`config.mk`:
```
export PLATFORM = sky130hd
export DESIGN_NAME = alu_unit
export DESIGN_NICKNAME = d
export VERILOG_FILES = /design/src/rtl/alu_unit.sv
export SDC_FILE = /design/constraint.sdc
export NUM_CORES = 1
export LEC_CHECK = 0
export CAP_MARGIN = 25
export CORE_AREA = 2 2 256 258
export CTS_BUF_LIST = sky130_fd_sc_hd__clkbuf_8 sky130_fd_sc_hd__clkbuf_16
export CTS_CLUSTER_DIAMETER = 40
export DETAILED_ROUTE_END_ITERATION = 10
export DIE_AREA = 0 0 258 260
export GPL_TIMING_DRIVEN = 0
export HOLD_SLACK_MARGIN = 0.1
export PLACE_DENSITY_LB_ADDON = 0.15
export RECOVER_POWER = 25
export SLEW_MARGIN = 20
export SYNTH_ARGS = -nofsm -noshare
export SYNTH_HDL_FRONTEND = slang
export SYNTH_SLANG_ARGS = --single-unit
```
`constraint.sdc`:
```
create_clock -name clk_in -period 4.1 [get_ports clk_in]
set_input_delay 1.025 -clock clk_in [delete_from_list [all_inputs] [get_ports clk_in]]
set_output_delay 1.025 -clock clk_in [all_outputs]
set_load 0.02 [all_outputs]
```
`src/rtl/alu_unit.sv`:
```
// alu_unit: two-stage integer ALU / branch-resolution unit for the OoO core.
//   S1 latches a dispatched op from the reservation station. S2 registers the
//   computed result, the jump decision and the redirect target, then
//   broadcasts them with the ROB tag.
// Ports:
//   clk_in, rst_in (sync, active-low), rdy_in (0 = freeze), clr_in (flush)
//   rs_to_alu_*     : dispatch bundle (valid, op, rs1, rs2, imm, PC, rob tag)
//   alu_ready       : broadcast valid; qualifies every other alu_* output
//   alu_result      : destination value
//   alu_rob_index   : ROB tag of the broadcast
//   alu_jump        : control transfer taken
//   alu_target_PC   : next PC of the instruction

package alu_unit_pkg;
  localparam int unsigned XLEN  = 32;
  localparam int unsigned OP_W  = 6;
  localparam int unsigned ROB_W = 4;

  typedef enum logic [OP_W-1:0] {
    OP_NOP   = 6'd0,
    OP_ADD   = 6'd1,  OP_SUB   = 6'd2,  OP_AND   = 6'd3,  OP_OR    = 6'd4,
    OP_XOR   = 6'd5,  OP_SLL   = 6'd6,  OP_SRL   = 6'd7,  OP_SRA   = 6'd8,
    OP_SLT   = 6'd9,  OP_SLTU  = 6'd10,
    OP_ADDI  = 6'd11, OP_ANDI  = 6'd12, OP_ORI   = 6'd13, OP_XORI  = 6'd14,
    OP_SLLI  = 6'd15, OP_SRLI  = 6'd16, OP_SRAI  = 6'd17, OP_SLTI  = 6'd18,
    OP_SLTIU = 6'd19,
    OP_LUI   = 6'd20, OP_AUIPC = 6'd21, OP_JAL   = 6'd22, OP_JALR  = 6'd23,
    OP_BEQ   = 6'd24, OP_BNE   = 6'd25, OP_BLT   = 6'd26, OP_BGE   = 6'd27,
    OP_BLTU  = 6'd28, OP_BGEU  = 6'd29
  } openum_t;

  typedef logic [ROB_W-1:0] rob_index_t;

  // Operands of one dispatched op as held in S1
  typedef struct packed {
    openum_t         op;
    logic [XLEN-1:0] rs1;
    logic [XLEN-1:0] rs2;
    logic [XLEN-1:0] imm;
    logic [XLEN-1:0] pc;
    rob_index_t      rob;
  } alu_req_t;
endpackage

module alu_unit
  import alu_unit_pkg::*;
(
  input  logic                  clk_in,
  input  logic                  rst_in,
  input  logic                  rdy_in,
  input  logic                  clr_in,
  input  logic                  rs_to_alu_ready,
  input  openum_t               rs_to_alu_op,
  input  logic [XLEN-1:0]       rs_to_alu_rs1,
  input  logic [XLEN-1:0]       rs_to_alu_rs2,
  input  logic [XLEN-1:0]       rs_to_alu_imm,
  input  logic [XLEN-1:0]       rs_to_alu_PC,
  input  rob_index_t            rs_to_alu_rob_index,
  output logic                  alu_ready,
  output logic [XLEN-1:0]       alu_result,
  output rob_index_t            alu_rob_index,
  output logic                  alu_jump,
  output logic [XLEN-1:0]       alu_target_PC
);

  alu_req_t        s1_q, s1_d;
  logic            s1_valid_q, s1_valid_d;
  logic            alu_ready_q, alu_ready_d;
  logic [XLEN-1:0] alu_result_q, alu_result_d;
  rob_index_t      alu_rob_index_q, alu_rob_index_d;
  logic            alu_jump_q, alu_jump_d;
  logic [XLEN-1:0] alu_target_pc_q, alu_target_pc_d;

  logic            use_imm_c;
  logic [XLEN-1:0] op2_c;
  logic [4:0]      shamt_c;
  logic [XLEN-1:0] pc_plus4_c;
  logic [XLEN-1:0] pc_plus_imm_c;
  logic            take_c;
  logic [XLEN-1:0] ex_result_c;
  logic            ex_jump_c;
  logic [XLEN-1:0] ex_target_c;

  // Immediate-form ops substitute imm for the second operand
  always_comb begin
    use_imm_c = 1'b0;
    case (s1_q.op)
      OP_ADDI, OP_ANDI, OP_ORI, OP_XORI, OP_SLLI, OP_SRLI, OP_SRAI,
      OP_SLTI, OP_SLTIU: use_imm_c = 1'b1;
      default:           use_imm_c = 1'b0;
    endcase
  end

  assign op2_c         = use_imm_c ? s1_q.imm : s1_q.rs2;
  assign shamt_c       = op2_c[4:0];
  assign pc_plus4_c    = s1_q.pc + 32'd4;
  assign pc_plus_imm_c = s1_q.pc + s1_q.imm;

  // Execute: result, jump decision and next PC of the op held in S1
  always_comb begin
    ex_result_c = '0;
    ex_jump_c   = 1'b0;
    ex_target_c = pc_plus4_c;
    take_c      = 1'b0;
    case (s1_q.op)
      OP_ADD, OP_ADDI:   ex_result_c = s1_q.rs1 + op2_c;
      OP_SUB:            ex_result_c = s1_q.rs1 - op2_c;
      OP_AND, OP_ANDI:   ex_result_c = s1_q.rs1 & op2_c;
      OP_OR,  OP_ORI:    ex_result_c = s1_q.rs1 | op2_c;
      OP_XOR, OP_XORI:   ex_result_c = s1_q.rs1 ^ op2_c;
      OP_SLL, OP_SLLI:   ex_result_c = s1_q.rs1 << shamt_c;
      OP_SRL, OP_SRLI:   ex_result_c = s1_q.rs1 >> shamt_c;
      OP_SRA, OP_SRAI:   ex_result_c = 32'($signed(s1_q.rs1) >>> shamt_c);
      OP_SLT, OP_SLTI:   ex_result_c = {31'd0, $signed(s1_q.rs1) < $signed(op2_c)};
      OP_SLTU, OP_SLTIU: ex_result_c = {31'd0, s1_q.rs1 < op2_c};
      OP_LUI:            ex_result_c = s1_q.imm;
      OP_AUIPC:          ex_result_c = pc_plus_imm_c;
      OP_JAL: begin
        ex_result_c = pc_plus4_c;
        ex_jump_c   = 1'b1;
        ex_target_c = pc_plus_imm_c;
      end
      OP_JALR: begin
        ex_result_c = pc_plus4_c;
        ex_jump_c   = 1'b1;
        ex_target_c = (s1_q.rs1 + s1_q.imm) & ~32'd1;
      end
      OP_BEQ, OP_BNE, OP_BLT, OP_BGE, OP_BLTU, OP_BGEU: begin
        case (s1_q.op)
          OP_BEQ:  take_c = (s1_q.rs1 == s1_q.rs2);
          OP_BNE:  take_c = (s1_q.rs1 != s1_q.rs2);
          OP_BLT:  take_c = ($signed(s1_q.rs1) <  $signed(s1_q.rs2));
          OP_BGE:  take_c = ($signed(s1_q.rs1) >= $signed(s1_q.rs2));
          OP_BLTU: take_c = (s1_q.rs1 <  s1_q.rs2);
          default: take_c = (s1_q.rs1 >= s1_q.rs2);
        endcase
        ex_jump_c   = take_c;
        ex_target_c = take_c ? pc_plus_imm_c : pc_plus4_c;
      end
      // Unknown ops still broadcast (result 0) so the ROB entry retires
      default: ex_result_c = '0;
    endcase
  end

  // Next state: flush beats stall; stall holds everything
  always_comb begin
    s1_d            = s1_q;
    s1_valid_d      = s1_valid_q;
    alu_ready_d     = alu_ready_q;
    alu_result_d    = alu_result_q;
    alu_rob_index_d = alu_rob_index_q;
    alu_jump_d      = alu_jump_q;
    alu_target_pc_d = alu_target_pc_q;
    if (clr_in) begin
      s1_valid_d  = 1'b0;
      alu_ready_d = 1'b0;
    end else if (rdy_in) begin
      s1_valid_d = rs_to_alu_ready;
      if (rs_to_alu_ready) begin
        s1_d.op  = rs_to_alu_op;
        s1_d.rs1 = rs_to_alu_rs1;
        s1_d.rs2 = rs_to_alu_rs2;
        s1_d.imm = rs_to_alu_imm;
        s1_d.pc  = rs_to_alu_PC;
        s1_d.rob = rs_to_alu_rob_index;
      end
      alu_ready_d = s1_valid_q;
      // Data only moves with a valid op, so it holds while alu_ready is low
      if (s1_valid_q) begin
        alu_result_d    = ex_result_c;
        alu_rob_index_d = s1_q.rob;
        alu_jump_d      = ex_jump_c;
        alu_target_pc_d = ex_target_c;
      end
    end
  end

  always_ff @(posedge clk_in) begin
    if (!rst_in) begin
      s1_q            <= '0;
      s1_valid_q      <= 1'b0;
      alu_ready_q     <= 1'b0;
      alu_result_q    <= '0;
      alu_rob_index_q <= '0;
      alu_jump_q      <= 1'b0;
      alu_target_pc_q <= '0;
    end else begin
      s1_q            <= s1_d;
      s1_valid_q      <= s1_valid_d;
      alu_ready_q     <= alu_ready_d;
      alu_result_q    <= alu_result_d;
      alu_rob_index_q <= alu_rob_index_d;
      alu_jump_q      <= alu_jump_d;
      alu_target_pc_q <= alu_target_pc_d;
    end
  end

  assign alu_ready     = alu_ready_q;
  assign alu_result    = alu_result_q;
  assign alu_rob_index = alu_rob_index_q;
  assign alu_jump      = alu_jump_q;
  assign alu_target_PC = alu_target_pc_q;

endmodule
```
# ---- Yosys cells after proc, flatten, opt, wreduce, memory -nomap -nowiden
# Memories as Yosys holds them, arrays and structs flattened. A register that Yosys moved wholly into a read port is not among the register bits.
# Cells that the tools add are included.
dict set report totals {
  regBits 209
  rom_bits 32
  memories 1
  input_bits 143
  out_inout_bits 70
}
dict set report op_classes {
  muxes 10
  n_addsub 5
  shifts 3
  n_lt_le_gt_ge 6
  n_eq_ne 31
  reduce_logical 14
  bitwise_logic 5
}
# name words word_bits rd rd_clocked_by_memory_dff wr line
set mem_list {}
lappend mem_list {{(no name shown)} 32 1 1 1 0 87} ;# case (s1_q.op)
# operator count
set op_table {}
lappend op_table {{$pmux W32 S13} 1}
lappend op_table {{$lt A32 B32 Y1} 4}
lappend op_table {{$add A32 B32 Y32} 3}
lappend op_table {{$pmux W32 S3} 1}
lappend op_table {{$eq A6 B5 Y1 const B} 14}
lappend op_table {{$ge A32 B32 Y1} 2}
lappend op_table {{$mux W32} 2}
lappend op_table {{$eq A6 B4 Y1 const B} 8}
lappend op_table {{$add A32 B3 Y32 const B} 1}
lappend op_table {{$and A32 B32 Y32} 1}
lappend op_table {{$eq A32 B32 Y1} 1}
lappend op_table {{$ne A32 B32 Y1} 1}
lappend op_table {{$or A32 B32 Y32} 1}
lappend op_table {{$shl A32 B5 Y32} 1}
lappend op_table {{$shr A32 B5 Y32} 1}
lappend op_table {{$sshr A32 B5 Y32} 1}
lappend op_table {{$sub A32 B32 Y32} 1}
lappend op_table {{$xor A32 B32 Y32} 1}
lappend op_table {{$eq A6 B3 Y1 const B} 4}
lappend op_table {{$reduce_or A2 Y1} 11}
lappend op_table {{$eq A6 B2 Y1 const B} 2}
lappend op_table {{$mux W5} 2}
lappend op_table {{$eq A6 B1 Y1 const B} 1}
lappend op_table {{$reduce_and A3 Y1} 2}
lappend op_table {{other kinds (5)} 7}

# ---- Longest topological paths before layout
# Gate-level depths: netlist of run 1.
dict set report depth {
  word_depth 5
  mapped_depth 19
  mapped_depth_nobuf 14
}

# ---- Worst setup path after synthesis of run 1
# No wires, ideal clock.
dict set report synth_timing {
  kind {register -> register}
  startpoint {reg s1_q[137] (netlist bit)}
  endpoint {reg alu_result_q[30] (netlist: alu_result[30])}
  n_path_buf 5
  path_slack_ns -0.299
  arrival_time_ns 4.266
  period_less_slack_ns 4.399
  path_stages_with_launch 20
  path_cell_list {dfxtp_1 > buf_4 > and3b_1 > a21o_1 > buf_4 > buf_2 > buf_2 > buf_2 > ha_1 > fa_1 > a211oi_1 > o21bai_1 > a211oi_2 > a211oi_1 > o31ai_2 > o31ai_1 > a41oi_1 > mux2_2 > o21ai_0 > o211ai_1}
}
dict set report synth_between {
  elab_chain_len 4
}
# element line
set synth_rtl {}
lappend synth_rtl {{start: declaration} 66} ;# alu_req_t s1_q, s1_d;
lappend synth_rtl {{start signal: assignment} 180} ;# s1_q <= '0;
lappend synth_rtl {{start signal: assignment} 188} ;# s1_q <= s1_d;
lappend synth_rtl {{$mux W1} 87}
lappend synth_rtl {{$mux W32} 94} ;# assign op2_c = use_imm_c ? s1_q.imm : s1_q.rs2;
lappend synth_rtl {{$sub A32 B32 Y32 (tied with other cells)} 107} ;# OP_SUB: ex_result_c = s1_q.rs1 - op2_c;
lappend synth_rtl {{$pmux W32 S13 *} 105} ;# case (s1_q.op)
lappend synth_rtl {{end signal: assignment} 191} ;# alu_result_q <= alu_result_d;
lappend synth_rtl {{end: declaration} 69} ;# logic [XLEN-1:0] alu_result_q, alu_result_d;
# Mark *: on every way between the ends. The rest lies on a longest branch, timed or not.
# A chain may end at the register's enable or synchronous reset.

# ---- Worst setup path after layout of run 1
dict set report layout_timing {
  startpoint {in rdy_in}
  endpoint {reg alu_result_q[0] (netlist: alu_result[0])}
}
dict set report layout_between {
  elab_chain_len 1
}
# element line
set layout_rtl {}
lappend layout_rtl {{start: declaration} 50} ;# input logic rdy_in,
lappend layout_rtl {{$reduce_and A3 Y1 (no line)} -}
# No other way between the ends.

==> summary.md, run 1 <==
| Metric | Value |
|---|---|
| Status | finished, violations left |
| Failing checks | max-capacitance violations, max-slew violations, negative setup slack |
| Synth top area cells | dfxtp_1 (19%), ha_1 (11%), nand2_1 (8.7%) |
| CP Max Fanout | 10 |
| Min-Delay Path Class | reg2reg |
| Syn_area_per_cell | 7.42 µm² |
| DIE WIDTH | 258 µm |
| Total track usage | 40.9% |
| Initial antenna violation count | 8 |
| Power Total | 8.16 mW |
| Reg-to-reg startpoint | s1_q[137] |
| Most instantiated library cell after synthesis | nand2_1 |
| Clock transition at path regs | 40 ps |
| WHS | 443 ps |
| # H-tree levels | 2 |
| IO buf count | 212 |
| Gpl congestion | 1.04 |
| Syn Std Cell Area | 22,300 µm² |
| Cells along the critical path | dlygate4sd3_1, nand2_1, or2_2, clkbuf_1, nor2_2, and2_1, clkbuf_2, o211ai_1, o211ai_1 |
| Max-Cap Viols | 1 |
| FFs w/ async S/R, synth | 0% |
| Synth top area share | 18.9% |
| DRC marker count from the first detailed-route iteration | 3,574 |
| Final Hold Vio Count | 0 |
| CP Depth | 9 |
| Post-layout nets | 3,681 |
| Initial Util | 34.8% |
| Number of synthesized flops with an enable pin | 0 |
| Dominant synthesized flop cell | dfxtp_1 |
| Top delay family on crit path | simple AND/OR/NAND/NOR gates |
| Share of layout cells above drive strength 1 | 15.3% |
| WP data required | 4580 ps |
| Post-synth top area cell | dfxtp_1 |
| Max Root-Sink Buffers | 3 |
| Routed vias | 27,200 |
| Slew Viols, Final | 11 |
| Worst setup margin | -195 ps |
| Worst R2R End | alu_result[25] |
| Die height | 260 µm |
| Unrepaired setup endpoints after global routing | true |
| Final min period | 4300 ps |
| Synth-to-layout area growth | 32.7% |
| Final setup viols | 12 |
| Layout Skew | 29.7 ps |
| # rows | 93 |
| LEAKAGE | 11.6 nW |
| Syn Nets | 3,343 |
| R2R cell count | 13 |
| Distinct cells, synth | 90 |
| Bufs and invs on worst path | 3 |
| Power per cell area | 276 nW/µm² |
| Total wire length | 142,000 µm |
| Slew @ Worst Pin | 1700 ps |
| Post-DRT Antenna Nets | 0 |
| Die area | 67,100 µm² |
| Vias in the first global route | 25,400 |
| DR DRC count | 0 |
| Global route total overflow | 0 |
| TritonCTS clock tree | built |
| Mapped Cells | 3,005 |
| Root buf cell | clkbuf_16 |
| R2R Setup Slk | -190 ps |
| Critical Path Sink | alu_result[0] |
| CTS sink count | 210 |
| FMAX | 233 MHz |
| Clock buffer count from CTS | 46 |
| Slew headroom | -13.1% |
| Synth top cells by count | nand2_1 (517), a21oi_1 (219), dfxtp_1 (210) |
| Peak per-stage delay on the critical path | 660 ps |
| Avg WL per Cell | 33.4 µm |
| Final Cycle Share | 105% |
| Total area of multi-input combinational cells | 17,900 µm² |
| Storage cell area | 4240 µm² |
| Worst path slowest cell | and2_1 |
| Dpl hpwl | 113,000 µm |
| Max VDD drop | 0.349 mV |
| Sequential area share after synthesis | 18.9% |
| Router iterations before antenna repair | 6 |
| CP Data Arrival Time | 4770 ps |
| Largest net degree at the start of global routing | 31 |
| First-pass GRT wire length | 194,000 µm |
| CP Launch Type | input pin |
| WS Path Type | in2reg |
| # fillers | 6,501 |
| Via-to-Cell Ratio | 6.41 |
| Worst setup path startpoint | rdy_in |
| Synth Warn # | 0 |
| Crit. End Element | flop |
| Core ar. | 64,100 µm² |
| Clk_lat worst skew | 600 ps |
| #FFs+latches synth | 210 |
| Worst path most repeated cell | o211ai_1 |
| Ports | 213 |
-- worst min-delay path by stage --
stage	from	endpoint	slack, ps	cells past startpoint
floorplan	s1_q[0]	alu_rob_index[0]	440	2
global placement	alu_result[8]	alu_result[8]	430	2
detailed placement	alu_result[8]	alu_result[8]	440	2
CTS	alu_result[8]	alu_result[8]	450	2
global route	alu_result[8]	alu_result[8]	470	2
finish	alu_result[1]	alu_result[1]	440	2
-- worst min-delay path: cells and delay by family (launching register included) --
family / cells / cell delay [ps]
DFF: 1 / 300
and+or+nand+nor: 1 / 50
AOI/OAI and AO/OA: 1 / 50
-- routing by layer --
layer | global-route usage (%) | wire length, µm
met1 | 54.8 | 58300
met2 | 60.1 | 58200
met3 | 8.92 | 14800
met4 | 24.1 | 10200
met5 | 0 | 273
-- sequential cells by signal, indices dropped and copies added (netlist names), named ones only --
register	count
s1_q	138
alu_ready	1
alu_rob_index	4
alu_target_PC	32
alu_result	32
alu_jump	1
s1_valid_q	1
-- report_power, final --
| part | internal (mW) | leakage (nW) | switching, mW |
|---|---|---|---|
| Clock | 2.48 | 0.787 | 1.38 |
| Sequential | 2.10 | 1.71 | 0.145 |
| Combinational | 0.826 | 9.13 | 1.23 |
| Total | 5.40 | 11.6 | 2.76 |
-- logic make-up after synthesis --
family / synth area share, %
AO/OA/AOI/OAI: 31.9
AND/OR/NAND/NOR: 19.0
buffers and inverters: 6.30
flip-flops: 18.9
adder cells (fa/ha/maj): 11.1
multiplexers: 9.41
XOR/XNOR: 3.46
-- timing repair --
item,4_1_cts,5_1_grt
cloned,1,1
setup buffers,57,34
hold buffers,0,0
pin swaps,52,41
endpoints found under the setup margin,64,52
gates resized for setup,289,137
-- per-stage QoR --
step                      util [%]  instance area, µm²  worst slack, ps  TNS [ps]  instances
final                         46.2               29600             -195     -1070       4241
after global routing          46.1               29600             -174     -1120       4234
after detailed placement      40.0               25600            -2790    -84500       4078
after floorplan                  -               22300            -23.3     -23.3       3005
after CTS                     45.1               28900            -73.9      -257       4211
after global placement        39.8               25500            -3360   -140480       4072
-- cell type report --
class                   count  share of cell area (%)
plain buffers             192                    4.16
clock buffers              50                    4.11
diodes                      7                  0.0592
flip-flops and latches    210                    14.3
clock inverters            34                    1.26
inverters                 141                    1.87
well taps                 855                    3.61
multi-input cells        2442                    60.4
repair buffers            310                    10.2
-- cell usage in the layout (no fill, tap or decap), types with 17 or more instances in the layout --
cell	count
nand4_1	22
mux4_2	31
nand2_1	515
buf_6	20
a31oi_1	21
xnor2_1	55
xor2_1	28
dfxtp_1	186
clkbuf_1	114
buf_4	81
a221oi_1	56
a21boi_0	148
dfxtp_2	22
a21oi_1	209
nor2b_1	19
and3_1	21
clkdlybuf4s50_1	150
nand3_1	47
o211ai_1	41
clkbuf_2	19
o22ai_1	23
dlygate4sd3_1	62
ha_4	17
nor2_1	149
ha_1	171
o21ai_0	165
clkbuf_16	55
o221ai_1	19
inv_1	128
a211oi_1	32
a22oi_1	24
a21o_1	48
o21bai_1	20
mux2_2	26
nor3_1	41
nand2b_1	30
mux2i_1	93
Note: power is estimated with default switching activity, not from simulation.
==> run 2, diff against run 1 <==
--- a/config.mk
+++ b/config.mk
@@ -5,12 +5,13 @@
 export SDC_FILE = /design/constraint.sdc
 export NUM_CORES = 1
 export LEC_CHECK = 0
+export ABC_AREA = 1
 export CAP_MARGIN = 25
-export CORE_AREA = 2 2 256 258
+export CORE_AREA = 2 2 260 262
 export CTS_BUF_LIST = sky130_fd_sc_hd__clkbuf_8 sky130_fd_sc_hd__clkbuf_16
 export CTS_CLUSTER_DIAMETER = 40
 export DETAILED_ROUTE_END_ITERATION = 10
-export DIE_AREA = 0 0 258 260
+export DIE_AREA = 0 0 262 264
 export GPL_TIMING_DRIVEN = 0
 export HOLD_SLACK_MARGIN = 0.1
 export PLACE_DENSITY_LB_ADDON = 0.15
==> run 2 against run 1 <==
The run now ends clean. Clock power shrank 9.8%. Worst setup slack gained 210 ps. Global-route usage shrank 0.86 points. Wire length shrank 0.15%. Hold slack gained 6.8 ps. Cell count grew 20%. Largest cell class unchanged.
==> summary.md, run 2 <==
| Metric | Value |
|---|---|
| Status | complete, no violations |
| Worst path slowest cell | dfxtp_1 |
| Post-DRT Antenna Nets | 0 (unchanged) |
| Slew @ Worst Pin | 1450 ps (-244 ps) |
| Core Util, Final | 42.9% (-3.3 points) |
| Area post-placement | 26,400 µm² (+2.9%) |
| Synth Warn # | 0 (unchanged) |
| Gpl congestion | 1.06 (+1.2%) |
| Final min period | 4090 ps (-206 ps) |
| Power Total | 8.93 mW (+9.4%) |
| Worst R2R End | alu_result[30] |
| Largest net degree at the start of global routing | 21 (-32%) |
| Reg-to-reg startpoint | s1_q[36] |
| WHS Endpoint | alu_ready |
| Min-delay src | alu_ready |
| Post-synth top area cell | dfxtp_1 |
| Avg WL per Cell | 27.8 µm (-17%) |
| Final cell count without fillers | 5,092 (+20%) |
| Unrepaired setup endpoints after global routing | true |
| WS Path Type | reg2reg |
| Slew headroom | 3.19% (+16 points) |
| Synth top area share | 18.2% (-0.66 points) |
| #FFs+latches synth | 210 (unchanged) |
| CTS sink count | 210 (unchanged) |
| Dominant synthesized flop cell | dfxtp_1 |
| Min-Delay Path Class | reg2reg |
| Die height | 264 µm (+1.5%) |
| Router iterations before antenna repair | 6 (unchanged) |
| Commonest non-fill, non-tap cell in the layout | nand2_1 |
| Worst path most repeated cell | nand2_1 |
| Total wire length | 142,000 µm (-0.15%) |
| Total track usage | 40.0% (-0.86 points) |
| Synth top area cells | dfxtp_1 (18%), nand2_1 (15%), ha_1 (10%) |
| Number of synthesized flops with an enable pin | 0 (unchanged) |
| Commonest cells after routing, fill and taps aside | nand2_1 (938), inv_1 (427), a21oi_1 (423), o21ai_0 (379), nor2_1 (331) |
| Global route total overflow | 0 (unchanged) |
| Root buf cell | clkbuf_16 |
| Ports | 213 (unchanged) |
| Cells after DPL | 5,027 (+23%) |
| R2R Setup Slk | 10 ps (+200 ps) |
| Clock buffer count from CTS | 40 (-13%) |
| Distinct cells, synth | 62 (-31%) |
| Syn Std Cell Area | 23,100 µm² (+3.7%) |
| Max VDD drop | 0.256 mV (-27%) |
| Vias in the first global route | 27,900 (+9.8%) |
| Slew Viols, Final | 0 (-11) |
| CP Max Fanout | 9 (-1) |
| Sequential area share after synthesis | 18.2% (-0.66 points) |
| Via-to-Cell Ratio | 5.82 (-9.1%) |
| Synth-to-layout area growth | 23.5% |
| Cells along the critical path | inv_1, nand3_1, nand2_4, inv_2, ha_1, fa_1, nand3_1, nand2_1, a21boi_2, o21ai_1, nand3_1, nand2_1, a21o_1, nand2_1, a21oi_1, nor2_1, nor2_4, nand2_1, nand2_1, a21oi_1 |
| Post-layout nets | 4,527 (+23%) |
| Syn_area_per_cell | 5.87 µm² (-21%) |
| Synth top cells by count | nand2_1 (943), a21oi_1 (435), inv_1 (431) |
| # hold bufs at CTS | 0 (unchanged) |
| R2R cell count | 20 (+7) |
| Clk_lat worst skew | 570 ps (-30 ps) |
| DIE WIDTH | 262 µm (+1.6%) |
| FMAX | 245 MHz (+5.0%) |
| CP Data Arrival Time | 4490 ps (-280 ps) |
| Top reg by flops | s1_q |
| Max FFs per register | 138 (unchanged) |
| Peak per-stage delay on the critical path | 540 ps (-120 ps) |
| Power per cell area | 313 nW/µm² (+13%) |
| # fillers | 7,388 (+14%) |
| Crit. End Element | flop |
| Dpl hpwl | 117,000 µm (+3.5%) |
| Max Root-Sink Buffers | 3 (unchanged) |
| Initial antenna violation count | 12 (+4) |
| IO buf count | 212 (unchanged) |
| DR DRC count | 0 (unchanged) |
| Most instantiated library cell after synthesis | nand2_1 |
| WP data required | 4500 ps (-80 ps) |
| Final Hold Vio Count | 0 (unchanged) |
| Clock transition at path regs | 50 ps (about the same) |
| DRC marker count from the first detailed-route iteration | 3,592 (+0.50%) |
| Design Area, Final | 28,500 µm² (-3.5%) |
| Final Cycle Share | 99.7% (-5.0 points) |
| # rows | 95 (+2.2%) |
| Core ar. | 66,600 µm² (+3.8%) |
| Share of layout cells above drive strength 1 | 7.28% (-8.0 points) |
| Syn Nets | 4,279 (+28%) |
| LEAKAGE | 12.5 nW (+7.7%) |
| CP Launch Type | flop |
| Die area | 69,200 µm² (+3.1%) |
| Routed vias | 29,600 (+9.1%) |
| Worst setup path startpoint | s1_q[36] |
| FFs w/ async S/R, synth | 0% (unchanged) |
| Final setup viols | 0 (-12) |
| Mapped Cells | 3,941 (+31%) |
| Max-Cap Viols | 0 (-1) |
| Layout Skew | 19.3 ps (-10.3 ps) |
| # H-tree levels | 2 (unchanged) |
| TritonCTS clock tree | built |
| Initial Util | 34.7% (-0.056 points) |
| Hold path depth | 2 (unchanged) |
| First-pass GRT wire length | 199,000 µm (+2.4%) |
[run 2: changes by cell type in the layout (fill, tap and decap cells not counted), sizes merged, moves of 35 or more]
cell / previous run / this run
a21boi: 152 / 11
mux2i: 100 / 4
o21ai: 186 / 536
a221oi: 63 / 4
clkbuf: 195 / 154
nand3: 48 / 218
xnor2: 57 / 12
buf: 141 / 64
inv: 150 / 450
a211oi: 42 / 7
nand2: 517 / 952
a21oi: 219 / 437
nor2: 155 / 354
[run 2: cell type report]
class | count | area (µm²) | share of cell area [%]
Clock buffer | 45 | 1070 | 3.75
Buffer | 162 | 821 | 2.88
Clock inverter | 25 | 327 | 1.14
Sequential cell | 210 | 4210 | 14.7
Inverter | 443 | 1660 | 5.83
Multi-Input combinational cell | 3105 | 17100 | 59.9
Timing Repair Buffer | 227 | 2260 | 7.93
Tap cell | 873 | 1090 | 3.83
Antenna cell | 2 | 5.00 | 0.0175
[run 2: stage by stage]
| step | TNS [ps] | hold slack (ps) | setup slack [ps] |
|---|---|---|---|
| after global placement | -42670 | 451 | -2270 |
| after global routing | -15.3 | 480 | -11.3 |
| final | 0 | 450 | 10.4 |
| after detailed placement | -40950 | 450 | -1900 |
| after CTS | 0 | 458 | 0.817 |
| after floorplan | 0 | 435 | 817 |
[run 2: cell families (layout without fill, tap and decap cells)]
kind of cell    Yosys count  count (layout)  synth area share (%)
fa+ha+maj               195             195                  10.7
buf+inv                 626             902                  10.8
simple gates           1681            1681                  30.5
xor+xnor                 54              54                  2.05
other cells               0               2                     0
flops                   210             210                  18.2
compound gates         1171            1171                  27.6
mux                       4               4                 0.173
[run 2: what timing repair did]
action | CTS | global route
endpoints found under the setup margin | 31 | 25
hold endpoints to repair | 0 | 0
pin swaps | 13 | 10
setup buffers | 10 | 3
gates resized for setup | 147 | 85
[run 2: power breakdown]
group	internal [mW]	switching [mW]	total [mW]
clock	2.26	1.22	3.48
sequential	2.12	0.206	2.33
combinational	0.943	2.17	3.12
total	5.33	3.60	8.93
[run 2: worst max-delay path by stage]
| stage | endpoint | cells after the start |
|---|---|---|
| after CTS | alu_result[27] | 25 |
| after floorplan | alu_result[29] | 21 |
| final | alu_result[30] | 20 |
| after global routing | alu_result[25] | 25 |
| after detailed placement | alu_result[26] | 23 |
| after global placement | alu_result[8] | 17 |
[run 2: metal layers]
metal  GRT usage, %  wire (µm)  part of all wire, %  up-vias
li1               -          -                    -    13800
met1           52.7      58200                   41    14000
met2           60.1      59600                   42     1555
met3           8.04      13500                  9.5      349
met4           23.5      10100                  7.1       12
met5              0         90                0.064        -
[run 2: worst max-delay path, delay by kind of cell, from the launching register on]
kind | cells | cell delay, ps
simple gates | 11 | 1420
fa+ha+maj | 2 | 580
buf+inv | 2 | 370
compound gates | 5 | 1000
flops | 1 | 540
